File: src/rtl/syn_io_pkg.sv
// Shared types and widths for the synapse I/O client.
package syn_io_pkg;

  localparam int SYN_DATA_W = 128;
  localparam int SYN_PAT_W  = 8;

  typedef enum logic [2:0] {
    IDLE,
    START,
    WAIT_BUSY,
    COLLECT,
    RESP
  } syn_state_e;

  typedef struct packed {
    logic [2*SYN_DATA_W-1:0] data;
    logic [SYN_PAT_W-1:0]    pat_ctr;
    logic                    err;
  } syn_rsp_t;

endpackage

File: src/rtl/syn_io_client_beat_buf.sv
// Two-channel result capture buffer with per-channel arrival and duplicate tracking.
module syn_io_beat_buf
  import syn_io_pkg::*;
#(
  parameter int DATA_W = SYN_DATA_W,
  parameter int PAT_W  = SYN_PAT_W
) (
  input  logic                clk,
  input  logic                reset,
  input  logic                clear,
  input  logic                capture,
  input  logic                channel,
  input  logic [DATA_W-1:0]   data,
  input  logic [PAT_W-1:0]    pat_ctr,
  output logic [2*DATA_W-1:0] buf_data,
  output logic [PAT_W-1:0]    buf_pat_ctr,
  output logic                got0,
  output logic                got1,
  output logic                dup_err
);

  always_ff @(posedge clk or posedge reset) begin
    if (reset) begin
      buf_data    <= '0;
      buf_pat_ctr <= '0;
      got0        <= 1'b0;
      got1        <= 1'b0;
      dup_err     <= 1'b0;
    end else if (clear) begin
      buf_data    <= '0;
      buf_pat_ctr <= '0;
      got0        <= 1'b0;
      got1        <= 1'b0;
      dup_err     <= 1'b0;
    end else if (capture) begin
      // A repeated channel still overwrites its half; the error is sticky.
      if (channel) begin
        buf_data[2*DATA_W-1:DATA_W] <= data;
        got1                        <= 1'b1;
        if (got1) dup_err <= 1'b1;
      end else begin
        buf_data[DATA_W-1:0] <= data;
        got0                 <= 1'b1;
        if (got0) dup_err <= 1'b1;
      end
      buf_pat_ctr <= pat_ctr;
    end
  end

endmodule

File: src/rtl/syn_io_client.sv
// Client controller for the synapse I/O port: start, collect two beats, respond.
// Optional watchdog on WAIT_BUSY/COLLECT enabled by SYN_IO_CLIENT_TIMEOUT_EN.
module syn_io_client
  import syn_io_pkg::*;
#(
  parameter int DATA_W      = SYN_DATA_W,
  parameter int PAT_W       = SYN_PAT_W,
  parameter int TIMEOUT_CYC = 64
) (
  input  logic                clk,
  input  logic                reset,
  input  logic                cmd_valid,
  output logic                cmd_ready,
  output logic                syn_start,
  input  logic                syn_busy,
  input  logic                syn2client_valid,
  input  logic                syn2client_channel,
  input  logic [DATA_W-1:0]   syn2client_data,
  input  logic [PAT_W-1:0]    syn2client_pat_ctr,
  output logic                rsp_valid,
  input  logic                rsp_ready,
  output logic [2*DATA_W-1:0] rsp_data,
  output logic [PAT_W-1:0]    rsp_pat_ctr,
  output logic                rsp_err
);

  syn_state_e state, state_n;
  logic       cmd_ready_n, syn_start_n, rsp_valid_n, rsp_err_n;
  logic       buf_clear, beat_en;
  logic       got0, got1, dup_err;

  assign beat_en = syn2client_valid && ((state == WAIT_BUSY) || (state == COLLECT));

  syn_io_beat_buf #(
    .DATA_W (DATA_W),
    .PAT_W  (PAT_W)
  ) u_beat_buf (
    .clk         (clk),
    .reset       (reset),
    .clear       (buf_clear),
    .capture     (beat_en),
    .channel     (syn2client_channel),
    .data        (syn2client_data),
    .pat_ctr     (syn2client_pat_ctr),
    .buf_data    (rsp_data),
    .buf_pat_ctr (rsp_pat_ctr),
    .got0        (got0),
    .got1        (got1),
    .dup_err     (dup_err)
  );

`ifdef SYN_IO_CLIENT_TIMEOUT_EN
  localparam int TW = $clog2(TIMEOUT_CYC + 1);
  logic [TW-1:0] tcnt;
  logic          timeout_hit;

  always_ff @(posedge clk or posedge reset) begin
    if (reset) begin
      tcnt <= '0;
    end else if (state == START) begin
      tcnt <= '0;
    end else if ((state == WAIT_BUSY) || (state == COLLECT)) begin
      tcnt <= tcnt + 1'b1;
    end
  end

  // Decided one count early so the registered rsp_valid lands as the count reaches TIMEOUT_CYC.
  assign timeout_hit = ((state == WAIT_BUSY) || (state == COLLECT)) &&
                       (tcnt == TW'(TIMEOUT_CYC - 1));
`endif

  always_comb begin
    state_n   = state;
    rsp_err_n = rsp_err;
    buf_clear = 1'b0;
    unique case (state)
      IDLE: begin
        if (cmd_valid && cmd_ready) begin
          state_n   = START;
          buf_clear = 1'b1;
          rsp_err_n = 1'b0;
        end
      end
      START:     state_n = WAIT_BUSY;
      WAIT_BUSY: if (syn_busy || syn2client_valid) state_n = COLLECT;
      COLLECT: begin
        if (!syn_busy && !syn2client_valid) begin
          state_n   = RESP;
          rsp_err_n = dup_err | ~got0 | ~got1;
        end
      end
      RESP:      if (rsp_valid && rsp_ready) state_n = IDLE;
      default:   state_n = IDLE;
    endcase
`ifdef SYN_IO_CLIENT_TIMEOUT_EN
    if (timeout_hit) begin
      state_n   = RESP;
      rsp_err_n = 1'b1;
    end
`endif
    // Outputs are registered from the next state, so they track the state register exactly.
    cmd_ready_n = (state_n == IDLE);
    syn_start_n = (state_n == START);
    rsp_valid_n = (state_n == RESP);
  end

  always_ff @(posedge clk or posedge reset) begin
    if (reset) begin
      state     <= IDLE;
      cmd_ready <= 1'b0;
      syn_start <= 1'b0;
      rsp_valid <= 1'b0;
      rsp_err   <= 1'b0;
    end else begin
      state     <= state_n;
      cmd_ready <= cmd_ready_n;
      syn_start <= syn_start_n;
      rsp_valid <= rsp_valid_n;
      rsp_err   <= rsp_err_n;
    end
  end

endmodule

File: config.mk
export PLATFORM = sky130hd
export DESIGN_NAME = syn_io_client
export DESIGN_NICKNAME = d
export VERILOG_FILES = /design/src/rtl/syn_io_pkg.sv /design/src/rtl/syn_io_client_beat_buf.sv /design/src/rtl/syn_io_client.sv
export SDC_FILE = /design/constraint.sdc
export NUM_CORES = 1
export LEC_CHECK = 0
export ABC_CLOCK_PERIOD_IN_PS = 27200
export CORE_MARGIN = 5
export CORE_UTILIZATION = 40
export CTS_CLUSTER_DIAMETER = 100
export DETAILED_ROUTE_END_ITERATION = 10
export PLACE_DENSITY = 0.85
export SKIP_CTS_REPAIR_TIMING = 1
export SLEW_MARGIN = 20
export SYNTH_ARGS = -nofsm -noshare
export SYNTH_HDL_FRONTEND = slang
export SYNTH_SLANG_ARGS = --single-unit
export TNS_END_PERCENT = 100
File: constraint.sdc
create_clock -name clk -period 27.2 [get_ports clk]
set_input_delay 5.44 -clock clk [delete_from_list [all_inputs] [get_ports clk]]
set_output_delay 5.44 -clock clk [all_outputs]
set_load 0.005 [all_outputs]
==> summary.md, run 1 <==
| Metric | Value |
|---|---|
| Status | finished clean |
| Number of global-route vias before repair | 9,849 |
| Static Leak | 7.00 nW |
| GRT Overall Usage | 21.4% |
| Worst setup path class | in2reg |
| Crit-path max FO | 162 |
| Distinct cell type count after synthesis | 26 |
| Worst Tran Pin Value | 1080 ps |
| Max-cap violation count | 0 |
| Synthesis-to-layout area growth | 45.9% |
| Post-synthesis mux area share | 0.822% |
| Clock tree buffer depth | 3 |
| Simple-gate share of the synthesized area | 19.3% |
| Most frequent cells in the layout | nand2_1 (515), clkdlybuf4s50_1 (410), dfrtp_1 (274), a21oi_1 (256), clkbuf_16 (29) |
| Arrival time worst endpoint | 8100 ps |
| Htree depth | 1 |
| Root Buffer | clkbuf_16 |
| Tmin final | 7740 ps |
| DRC | 0 |
| Layout cells sized above 1 | 4.17% |
| P_sw | 0.000574 W |
| Post-synthesis register bit count | 274 |
| WHS | 486 ps |
| CTS tree | yes |
| Fin crit share | 28.4% |
| DRT Pass-1 Iters | 5 |
| RD Place Congestion | 0.814 |
| Die Y | 176 um |
| Critical path required time | 27,560 ps |
| Hold Vio Cnt, Final | 0 |
| Post-synthesis compound-gate area fraction | 11.9% |
| Max-slew headroom | 28.2% |
| Worst ir drop on vdd | 0.0000681 V |
| Layout net count | 1,680 |
| Core Region | 27,000 um2 |
| Setup TNS | 0 ps |
| CTS Buf Count | 29 |
| Via count of the routed design | 9,824 |
| Setup violation total in the final timing report | 0 |
| Int Pwr | 0.00129 W |
| Cell area after synthesis | 11,000 um2 |
| Synth Area in Adders | 0% |
| Clock Skews | 14.8 ps |
| Diodes inserted | 0 |
| I/O Buffers | 410 |
| Num ports | 411 |
| Warnings from Yosys | 0 |
| Primary FF master, synth | dfrtp_1 |
| P per Cell Area | 117 nW/um2 |
| Fmax | 129 MHz |
| Switching share of power | 30.8% |
| Synth Area in XOR/XNOR | 0% |
| Worst Setup Start Kind | input pin |
| Vias/cell | 5.17 |
| Starting Density | 40.7% |
| Largest net degree at the start of global routing | 163 |
| First-pass GRT wire length | 53.7 mm |
| Seq/Total Area, Yosys | 62.5% |
| Drt wl/cell | 18.1 um |
| Synth Area per Inst | 9.33 um2 |
| Power share of the sequential group | 38.3% |
| DRT iter0 DRCs | 693 |
| Die area | 30,800 um2 |
| Syn_nets | 1,318 |
| RSZ-0062 raised after global routing | no |
| Slew Limit Fails | 0 |
| Cells after synthesis | 1,175 |
| Crit path capture type | flip-flop |
| CTS Sinks | 274 |
| Fillcell total | 2,171 |
| Row count | 60 |
| Clk_lat worst skew | 550 ps |
| Drt total wl | 34.4 mm |
| FFs w/ async S/R, synth | 100% |
| Clock share of power | 21.6% |
| Detail Placement HPWL | 23.2 mm |
| Die X | 176 um |
| GR Overflow Total | 0 |
| Worst hold path class | reg2reg |
| Final ANT Viol Nets | 0 |
| CTS clk-pin slew, worst paths | 60 ps |
| EDFF count, synth | 0 |
| Most common cell after layout, fill and taps aside | nand2_1 |
| Gate power share | 40.0% |
| Initial antenna violation count | 0 |
| Largest family of logic cells by synthesized area | simple AND/OR/NAND/NOR gates |
state kept, by name (all words and copies together), names as in the netlist:
signal	count
u_beat_buf.got0	1
u_beat_buf.got1	1
state	3
rsp_err	1
syn_start	1
u_beat_buf.buf_pat_ctr	8
rsp_valid	1
cmd_ready	1
u_beat_buf.dup_err	1
u_beat_buf.buf_data	256
metrics by stage:
step | cells | area [um2] | power, W | setup slack, ps | util (%)
2_1_floorplan | 1175 | 11000 | 0.000972 | 14210 | -
3_3_place_gp | 1847 | 15000 | 0.00144 | 19040 | 55.7
3_5_place_dp | 1847 | 15000 | 0.00147 | 19000 | 55.7
4_1_cts | 1901 | 16000 | 0.00188 | 19590 | 59.4
5_1_grt | 1901 | 16000 | 0.00198 | 19310 | 59.4
6_report | 1901 | 16000 | 0.00187 | 19460 | 59.4
critical path, cell delays in order:
cell and delay [ps]:
clkdlybuf4s50_1 480, nand4b_2 240, inv_8 660, buf_4 960
a21oi_1 130
cells by family after synthesis:
group	Yosys count
muxes	9
buffers and inverters	89
and+or+nand+nor	543
DFF	274
AOI/OAI and AO/OA	260
synthesized netlist by cell type, types with 2 or more instances:
cell      count  area share [%]
a21oi_1     256              12
and4b_1       2            0.18
buf_2        55             2.5
buf_4        10            0.68
buf_6        21             2.2
dfrtp_1     274              63
mux2i_1       9            0.82
nand2_1     515              18
nand3b_1      2            0.14
nand4b_1      2            0.16
nor2_1       14            0.48
power by group through the flow:
stage          logic (W)  registers, W  clock network, W
3_3_place_gp    0.000732      0.000710                 0
3_5_place_dp    0.000749      0.000720                 0
6_report        0.000747      0.000716          0.000404
4_1_cts         0.000755      0.000715          0.000412
2_1_floorplan   0.000248      0.000724                 0
5_1_grt         0.000811      0.000741          0.000430
cell type report:
type / count / area [um2] / share of cell area, %
Sequential cell: 274 / 6860 / 42.9
Timing Repair Buffer: 418 / 4160 / 26.0
Multi-Input combinational cell: 812 / 3530 / 22.1
Clock buffer: 42 / 845 / 5.28
Tap cell: 341 / 427 / 2.67
Clock inverter: 12 / 150 / 0.938
Inverter: 2 / 22.5 / 0.141
per-layer routing:
metal | GRT usage [%] | vias to the layer above | wire length, um
li1 | - | 4504 | -
met4 | 6.50 | 0 | 1010
met2 | 36.4 | 456 | 17100
met5 | 0 | - | 0
met1 | 26.1 | 4800 | 12600
met3 | 6.89 | 64 | 3640
worst paths after layout:
check / depth (start not counted) / startpoint / to / slack (ps)
max: 5 / cmd_valid / u_beat_buf.buf_data[12]$_DFFE_PP0P_ / 19460
min: 1 / u_beat_buf.dup_err$_DFFE_PP0P_ / u_beat_buf.dup_err$_DFFE_PP0P_ / 490
max reg2reg: 5 / state[1]$_DFF_PP0_ / u_beat_buf.buf_data[12]$_DFFE_PP0P_ / 24170
min reg2reg: 1 / u_beat_buf.dup_err$_DFFE_PP0P_ / u_beat_buf.dup_err$_DFFE_PP0P_ / 490
max in group asynchronous: 3 / reset / u_beat_buf.buf_data[145]$_DFFE_PP0P_ / 20200
min in group asynchronous: 2 / reset / u_beat_buf.buf_data[36]$_DFFE_PP0P_ / 5490
(Power assumes the default switching activity.)
==> run 2: changes to the inputs <==
Settings changed: ABC_CLOCK_PERIOD_IN_PS 27200 to 7400.
Clock period 27.2 ns to 7.4 ns, I/O delays scaled along.
==> summary.md, run 2 (synthesis gave the netlist of run 1 again) <==
| Metric | Value |
|---|---|
| Status | finished clean |
| Worst ir drop on vdd | 0.000258 V (+280%) |
| RSZ-0062 raised after global routing | no |
| Fin cells | 1,901 (unchanged) |
| Setup violation total in the final timing report | 0 (unchanged) |
| CP Buf/Inv Count | 2 (-1) |
| Initial antenna violation count | 0 (unchanged) |
| Worst Setup Start Kind | input pin |
| Fin crit share | 49.7% |
| Max-cap violation count | 0 (unchanged) |
| Tmin final | 3670 ps |
| Placed inst area | 15,000 um2 (+0.18%) |
| CP max-delay cell | and4b_4 |
| GR Overflow Total | 0 (unchanged) |
| I/O Buffers | 410 (unchanged) |
| Die X | 176 um (unchanged) |
| GRT Overall Usage | 21.6% (+0.21 points) |
| Via count of the routed design | 9,794 (-0.31%) |
| Slew Limit Fails | 0 (unchanged) |
| Num ports | 411 (unchanged) |
| Max-slew headroom | 30.7% (+2.5 points) |
| CTS tree | yes |
| P_sw | 0.00211 W (+270%) |
| Layout net count | 1,681 (+0.060%) |
| Met3 Wirelength | 3.52 mm (-3.3%) |
| Most frequent cells in the layout | nand2_1 (515), clkdlybuf4s50_1 (410), dfrtp_1 (274), a21oi_1 (256), clkbuf_16 (29) |
| Fmax | 272 MHz |
| Starting Density | 40.7% (unchanged) |
| Largest net degree at the start of global routing | 147 (-9.8%) |
| Worst setup path class | in2reg |
| Top Layer Used | met4 |
| Htree depth | 1 (unchanged) |
| DRT Pass-1 Iters | 5 (unchanged) |
| Clk_lat worst skew | 530 ps (-20 ps) |
| Clock Skews | 16.0 ps (+1.13 ps) |
| Drt total wl | 34.7 mm (+1.1%) |
| DRT iter0 DRCs | 813 (+17%) |
| Peak per-stage delay on the critical path | 970 ps (about the same) |
| Largest register by flop count | u_beat_buf.buf_data |
| Most common cell after layout, fill and taps aside | nand2_1 |
| CTS Buf Count | 28 (-3.4%) |
| Row count | 60 (unchanged) |
| Worst Tran Pin Value | 1040 ps (-37.9 ps) |
| Fillcell total | 2,113 (-2.7%) |
| Die Y | 176 um (unchanged) |
| Metal-1 WL | 12.6 mm (+0.30%) |
| Largest register FFs | 256 (unchanged) |
| Crit path capture type | flip-flop |
| DRC | 0 (unchanged) |
| P per Cell Area | 426 nW/um2 (+270%) |
| Met2 wire length | 17.2 mm (+0.73%) |
| Switching share of power | 30.9% (+0.094 points) |
| CP delay by family, top | buffers and inverters |
| Core Region | 27,000 um2 (unchanged) |
| Crit-path max FO | 75 (-54%) |
| Synthesis-to-layout area growth | 46.1% |
| Gate power share | 40.3% (+0.3 points) |
| Root Buffer | clkbuf_16 |
| Diodes inserted | 0 (unchanged) |
| Clock tree buffer depth | 3 (unchanged) |
| Placed insts | 1,848 (+0.054%) |
| CTS Sinks | 274 (unchanged) |
| Leading registers by flop count | u_beat_buf.buf_data x256, u_beat_buf.buf_pat_ctr x8, state x3 |
| Worst hold path class | reg2reg |
| Clock share of power | 21.2% (-0.4 points) |
| Final ANT Viol Nets | 0 (unchanged) |
| Power share of the sequential group | 38.5% (+0.2 points) |
| Detail Placement HPWL | 23.3 mm (+0.61%) |
| Vias/cell | 5.15 (-0.31%) |
| Drt wl/cell | 18.3 um (+1.1%) |
| CP cell instances | clkdlybuf4s50_1 > and4b_4 > buf_4 > nand2_1 > a21oi_1 |
| Critical path required time | 7830 ps (-19,730 ps) |
| Int Pwr | 0.00472 W (+270%) |
| Setup TNS | 0 ps (unchanged) |
| Number of global-route vias before repair | 10,000 (+1.7%) |
| Static Leak | 6.99 nW (about the same) |
| Hold Vio Cnt, Final | 0 (unchanged) |
| Die area | 30,800 um2 (unchanged) |
| CTS clk-pin slew, worst paths | 60 ps (about the same) |
| First-pass GRT wire length | 54.6 mm (+1.6%) |
| Layout cells sized above 1 | 4.36% (+0.19 points) |
| RD Place Congestion | 0.817 (+0.36%) |
| Arrival time worst endpoint | 4110 ps (-3990 ps) |
| Final Cell Area | 16,000 um2 (+0.15%) |
run 2: changes by cell type in the layout (fill, tap and decap cells not counted):
cell        change
clkinv_8        -1
clkbuf_1        -3
bufinv_16       -1
buf_4           -1
inv_8           -2
clkinvlp_4      +4
clkbuf_8        +1
buf_12          +2
buf_16          +1
run 2: path summary, 6_finish.rpt:
| check | start | to | slack (ps) | cells after the start |
|---|---|---|---|---|
| setup reg to reg | state[1]$_DFF_PP0_ | u_beat_buf.buf_data[132]$_DFFE_PP0P_ | 4680 | 4 |
| max in group asynchronous | reset | u_beat_buf.buf_data[25]$_DFFE_PP0P_ | 4610 | 4 |
| min in group asynchronous | reset | u_beat_buf.buf_pat_ctr[2]$_DFFE_PP0P_ | 1490 | 3 |
| hold / removal | u_beat_buf.dup_err$_DFFE_PP0P_ | u_beat_buf.dup_err$_DFFE_PP0P_ | 480 | 1 |
| setup / recovery | syn2client_valid | u_beat_buf.buf_data[132]$_DFFE_PP0P_ | 3730 | 5 |
| hold reg to reg | u_beat_buf.dup_err$_DFFE_PP0P_ | u_beat_buf.dup_err$_DFFE_PP0P_ | 480 | 1 |
run 2: power by group through the flow:
stage / Combinational (W) / Clock [W] / Sequential [W]
floorplan: 0.000912 / 0 / 0.00266
global placement: 0.00269 / 0 / 0.00260
detailed placement: 0.00275 / 0 / 0.00264
CTS: 0.00278 / 0.00148 / 0.00263
global route: 0.00298 / 0.00155 / 0.00272
finish: 0.00275 / 0.00145 / 0.00263
run 2: area by class of cell:
cell class	count	area [um2]	area share, %
sequential	274	6860	42.8
multi-input combinational	812	3530	22.1
tap	341	427	2.66
clock buffer	40	847	5.29
inverter	2	16.3	0.102
timing repair buffer	420	4220	26.4
clock inverter	12	118	0.734
run 2: metrics by stage:
step	utilization [%]	power, W	hold WS (ps)	setup WS, ps
2_1_floorplan	-	0.00357	455	2300
3_5_place_dp	55.8	0.00540	471	3210
5_1_grt	59.5	0.00726	505	3600
4_1_cts	59.4	0.00689	485	3730
3_3_place_gp	55.8	0.00529	470	3270
6_report	59.5	0.00683	484	3730
run 2: routing by layer:
metal,GRT usage (%),up-vias
li1,-,4504
met1,25.5,4736
met2,37.1,463
met3,7.21,91
met4,7.50,0
met5,0,-
run 2: worst reg2reg max path: stages, from the launching register on:
cell	delay, ps
dfrtp_1	580
and4b_4	990
buf_4	690
nand2_1	160
a21oi_1	200
==> run 3: changes to the inputs <==
Settings changed: ABC_CLOCK_PERIOD_IN_PS 7400 to 3350, PLACE_DENSITY 0.85 to 0.87.
Clock period 7.4 ns to 3.35 ns, I/O delays scaled along.
==> summary.md, run 3 (synthesis gave the netlist of run 1 again) <==
| Metric | Value |
|---|---|
| Max-slew headroom | 56.8% (+26 points) |
| DRT Pass-1 Iters | 7 (+2) |
| Worst hold path class | in2async |
| Via count of the routed design | 9,883 (+0.91%) |
| Core Region | 27,000 um2 (unchanged) |
| Fmax | 449 MHz |
| Worst ir drop on vdd | 0.000560 V (+120%) |
| CTS clk-pin slew, worst paths | 60 ps (about the same) |
| Peak per-stage delay on the critical path | 670 ps (-300 ps) |
| Fin crit share | 66.6% |
| R2R Setup Slk | 1280 ps (-3400 ps) |
| Clock tree buffer depth | 3 (unchanged) |
| Most common cell after layout, fill and taps aside | nand2_1 |
| Hold Vio Cnt, Final | 0 (unchanged) |
| Crit path capture type | primary output |
| Clk_lat worst skew | 550 ps (+20 ps) |
| DRC | 0 (unchanged) |
| Switching share of power | 30.8% (-0.10 points) |
| Root Buffer | clkbuf_16 |
| Htree depth | 1 (unchanged) |
| CTS Buf Count | 29 (+3.6%) |
| Worst setup path class | reg2out |
| Static Leak | 7.07 nW (+1.1%) |
| Setup violation total in the final timing report | 0 (unchanged) |
| Number of global-route vias before repair | 10,100 (+0.83%) |
| Clock Skews | 14.1 ps (-1.81 ps) |
| Row count | 60 (unchanged) |
| GR Overflow Total | 0 (unchanged) |
| Met3 usage | 7.92% (+0.71 points) |
| Critical path required time | 2680 ps (-5150 ps) |
| Largest register by flop count | u_beat_buf.buf_data |
| CP Buf/Inv Count | 1 (-1) |
| Final Cell Area | 16,200 um2 (+1.0%) |
| M1 GR Usage | 25.8% (+0.30 points) |
| Layout cells sized above 1 | 4.60% (+0.24 points) |
| Die area | 30,800 um2 (unchanged) |
| Largest net degree at the start of global routing | 107 (-27%) |
| Drt wl/cell | 18.3 um (+0.43%) |
| Drt total wl | 35.0 mm (+0.75%) |
| M2 GR Usage | 36.9% (-0.24 points) |
| Worst Tran Pin Value | 648 ps (-390 ps) |
| Gate power share | 40.4% (about the same) |
| Leading registers by flop count | u_beat_buf.buf_data x256, u_beat_buf.buf_pat_ctr x8, state x3 |
| Slew Limit Fails | 0 (unchanged) |
| DRT iter0 DRCs | 720 (-11%) |
| CTS Sinks | 274 (unchanged) |
| Max-cap violation count | 0 (unchanged) |
| Die Y | 176 um (unchanged) |
| CP max-delay cell | clkdlybuf4s50_1 |
| RD Place Congestion | 0.822 (+0.64%) |
| Clock share of power | 21.5% (+0.3 points) |
| Final ANT Viol Nets | 0 (unchanged) |
| Placed inst area | 15,200 um2 (+1.2%) |
| Die X | 176 um (unchanged) |
| Vias/cell | 5.18 (+0.59%) |
| Tmin final | 2230 ps |
| Power share of the sequential group | 38.2% (-0.3 points) |
| GRT Overall Usage | 22.0% (+0.36 points) |
| Layer with the highest usage | met2 |
| Num ports | 411 (unchanged) |
| P per Cell Area | 941 nW/um2 (+120%) |
| Int Pwr | 0.0105 W (+120%) |
| WHS | 438 ps (-46.5 ps) |
| CP cell instances | clkdlybuf4s50_1 |
| RSZ-0062 raised after global routing | no |
| First-pass GRT wire length | 55.3 mm (+1.4%) |
| Largest register FFs | 256 (unchanged) |
| CP delay by family, top | buffers and inverters |
| Detail Placement HPWL | 24.0 mm (+2.8%) |
| Initial antenna violation count | 1 (+1) |
| P_sw | 0.00469 W (+120%) |
| Starting Density | 40.7% (unchanged) |
| Crit-path max FO | 2 (-97%) |
| Most frequent cells in the layout | nand2_1 (515), clkdlybuf4s50_1 (410), dfrtp_1 (274), a21oi_1 (256), clkbuf_16 (29) |
| CTS tree | yes |
| Status | finished clean |
| Synthesis-to-layout area growth | 47.6% |
| Arrival time worst endpoint | 1560 ps (-2550 ps) |
| I/O Buffers | 410 (unchanged) |
| Worst Setup Start Kind | flip-flop |
| Layout net count | 1,689 (+0.48%) |
==> run 3: cell count changes in the layout (fill, tap and decap cells not counted) <==
cell | before | now
buf_12 | 2 | 11
buf_16 | 1 | 0
buf_4 | 7 | 6
bufinv_16 | 2 | 3
clkbuf_1 | 3 | 4
clkinv_2 | 7 | 3
clkinv_4 | 0 | 1
clkinvlp_4 | 4 | 2
diode_2 | 0 | 1
inv_8 | 0 | 1
==> run 3: through the flow <==
step	util [%]	total power [W]	worst slack, ps	std cells	setup TNS (ps)
2_1_floorplan	-	0.00790	-943	1175	-258490
3_3_place_gp	56.4	0.0118	877	1856	0
3_5_place_dp	56.4	0.0120	831	1856	0
4_1_cts	60.1	0.0154	1060	1906	0
5_1_grt	60.1	0.0162	1020	1907	0
6_report	60.1	0.0152	1120	1907	0
==> run 3: worst paths after layout <==
kind | start | to | cells past startpoint
worst max-delay path | u_beat_buf.buf_data[123]$_DFFE_PP0P_ | rsp_data[123] | 1
worst min-delay path | reset | u_beat_buf.buf_pat_ctr[5]$_DFFE_PP0P_ | 2
worst max register to register | state[1]$_DFF_PP0_ | u_beat_buf.buf_data[55]$_DFFE_PP0P_ | 5
worst min register to register | u_beat_buf.dup_err$_DFFE_PP0P_ | u_beat_buf.dup_err$_DFFE_PP0P_ | 1
max in group asynchronous | reset | u_beat_buf.buf_data[243]$_DFFE_PP0P_ | 3
min in group clk | u_beat_buf.dup_err$_DFFE_PP0P_ | u_beat_buf.dup_err$_DFFE_PP0P_ | 1
==> run 3: area by class of cell <==
cell class,instances,area (um2)
sequential,274,6860
fill,2085,10800
timing repair buffer,427,4370
clock inverter,9,130
inverter,2,18.8
antenna,1,2.50
clock buffer,41,851
tap,341,427
multi-input combinational,812,3530
==> run 3: layer usage <==
metal | routed length [um] | vias up
li1 | - | 4525
met1 | 12600 | 4778
met2 | 16800 | 486
met3 | 4000 | 94
met4 | 1630 | 0
met5 | 0 | -
==> run 3: power groups by stage <==
stage | logic, W | clock network, W | registers [W]
3_3_place_gp | 0.00600 | 0 | 0.00577
2_1_floorplan | 0.00202 | 0 | 0.00588
5_1_grt | 0.00669 | 0.00347 | 0.00602
3_5_place_dp | 0.00616 | 0 | 0.00585
4_1_cts | 0.00622 | 0.00333 | 0.00582
6_report | 0.00615 | 0.00327 | 0.00581
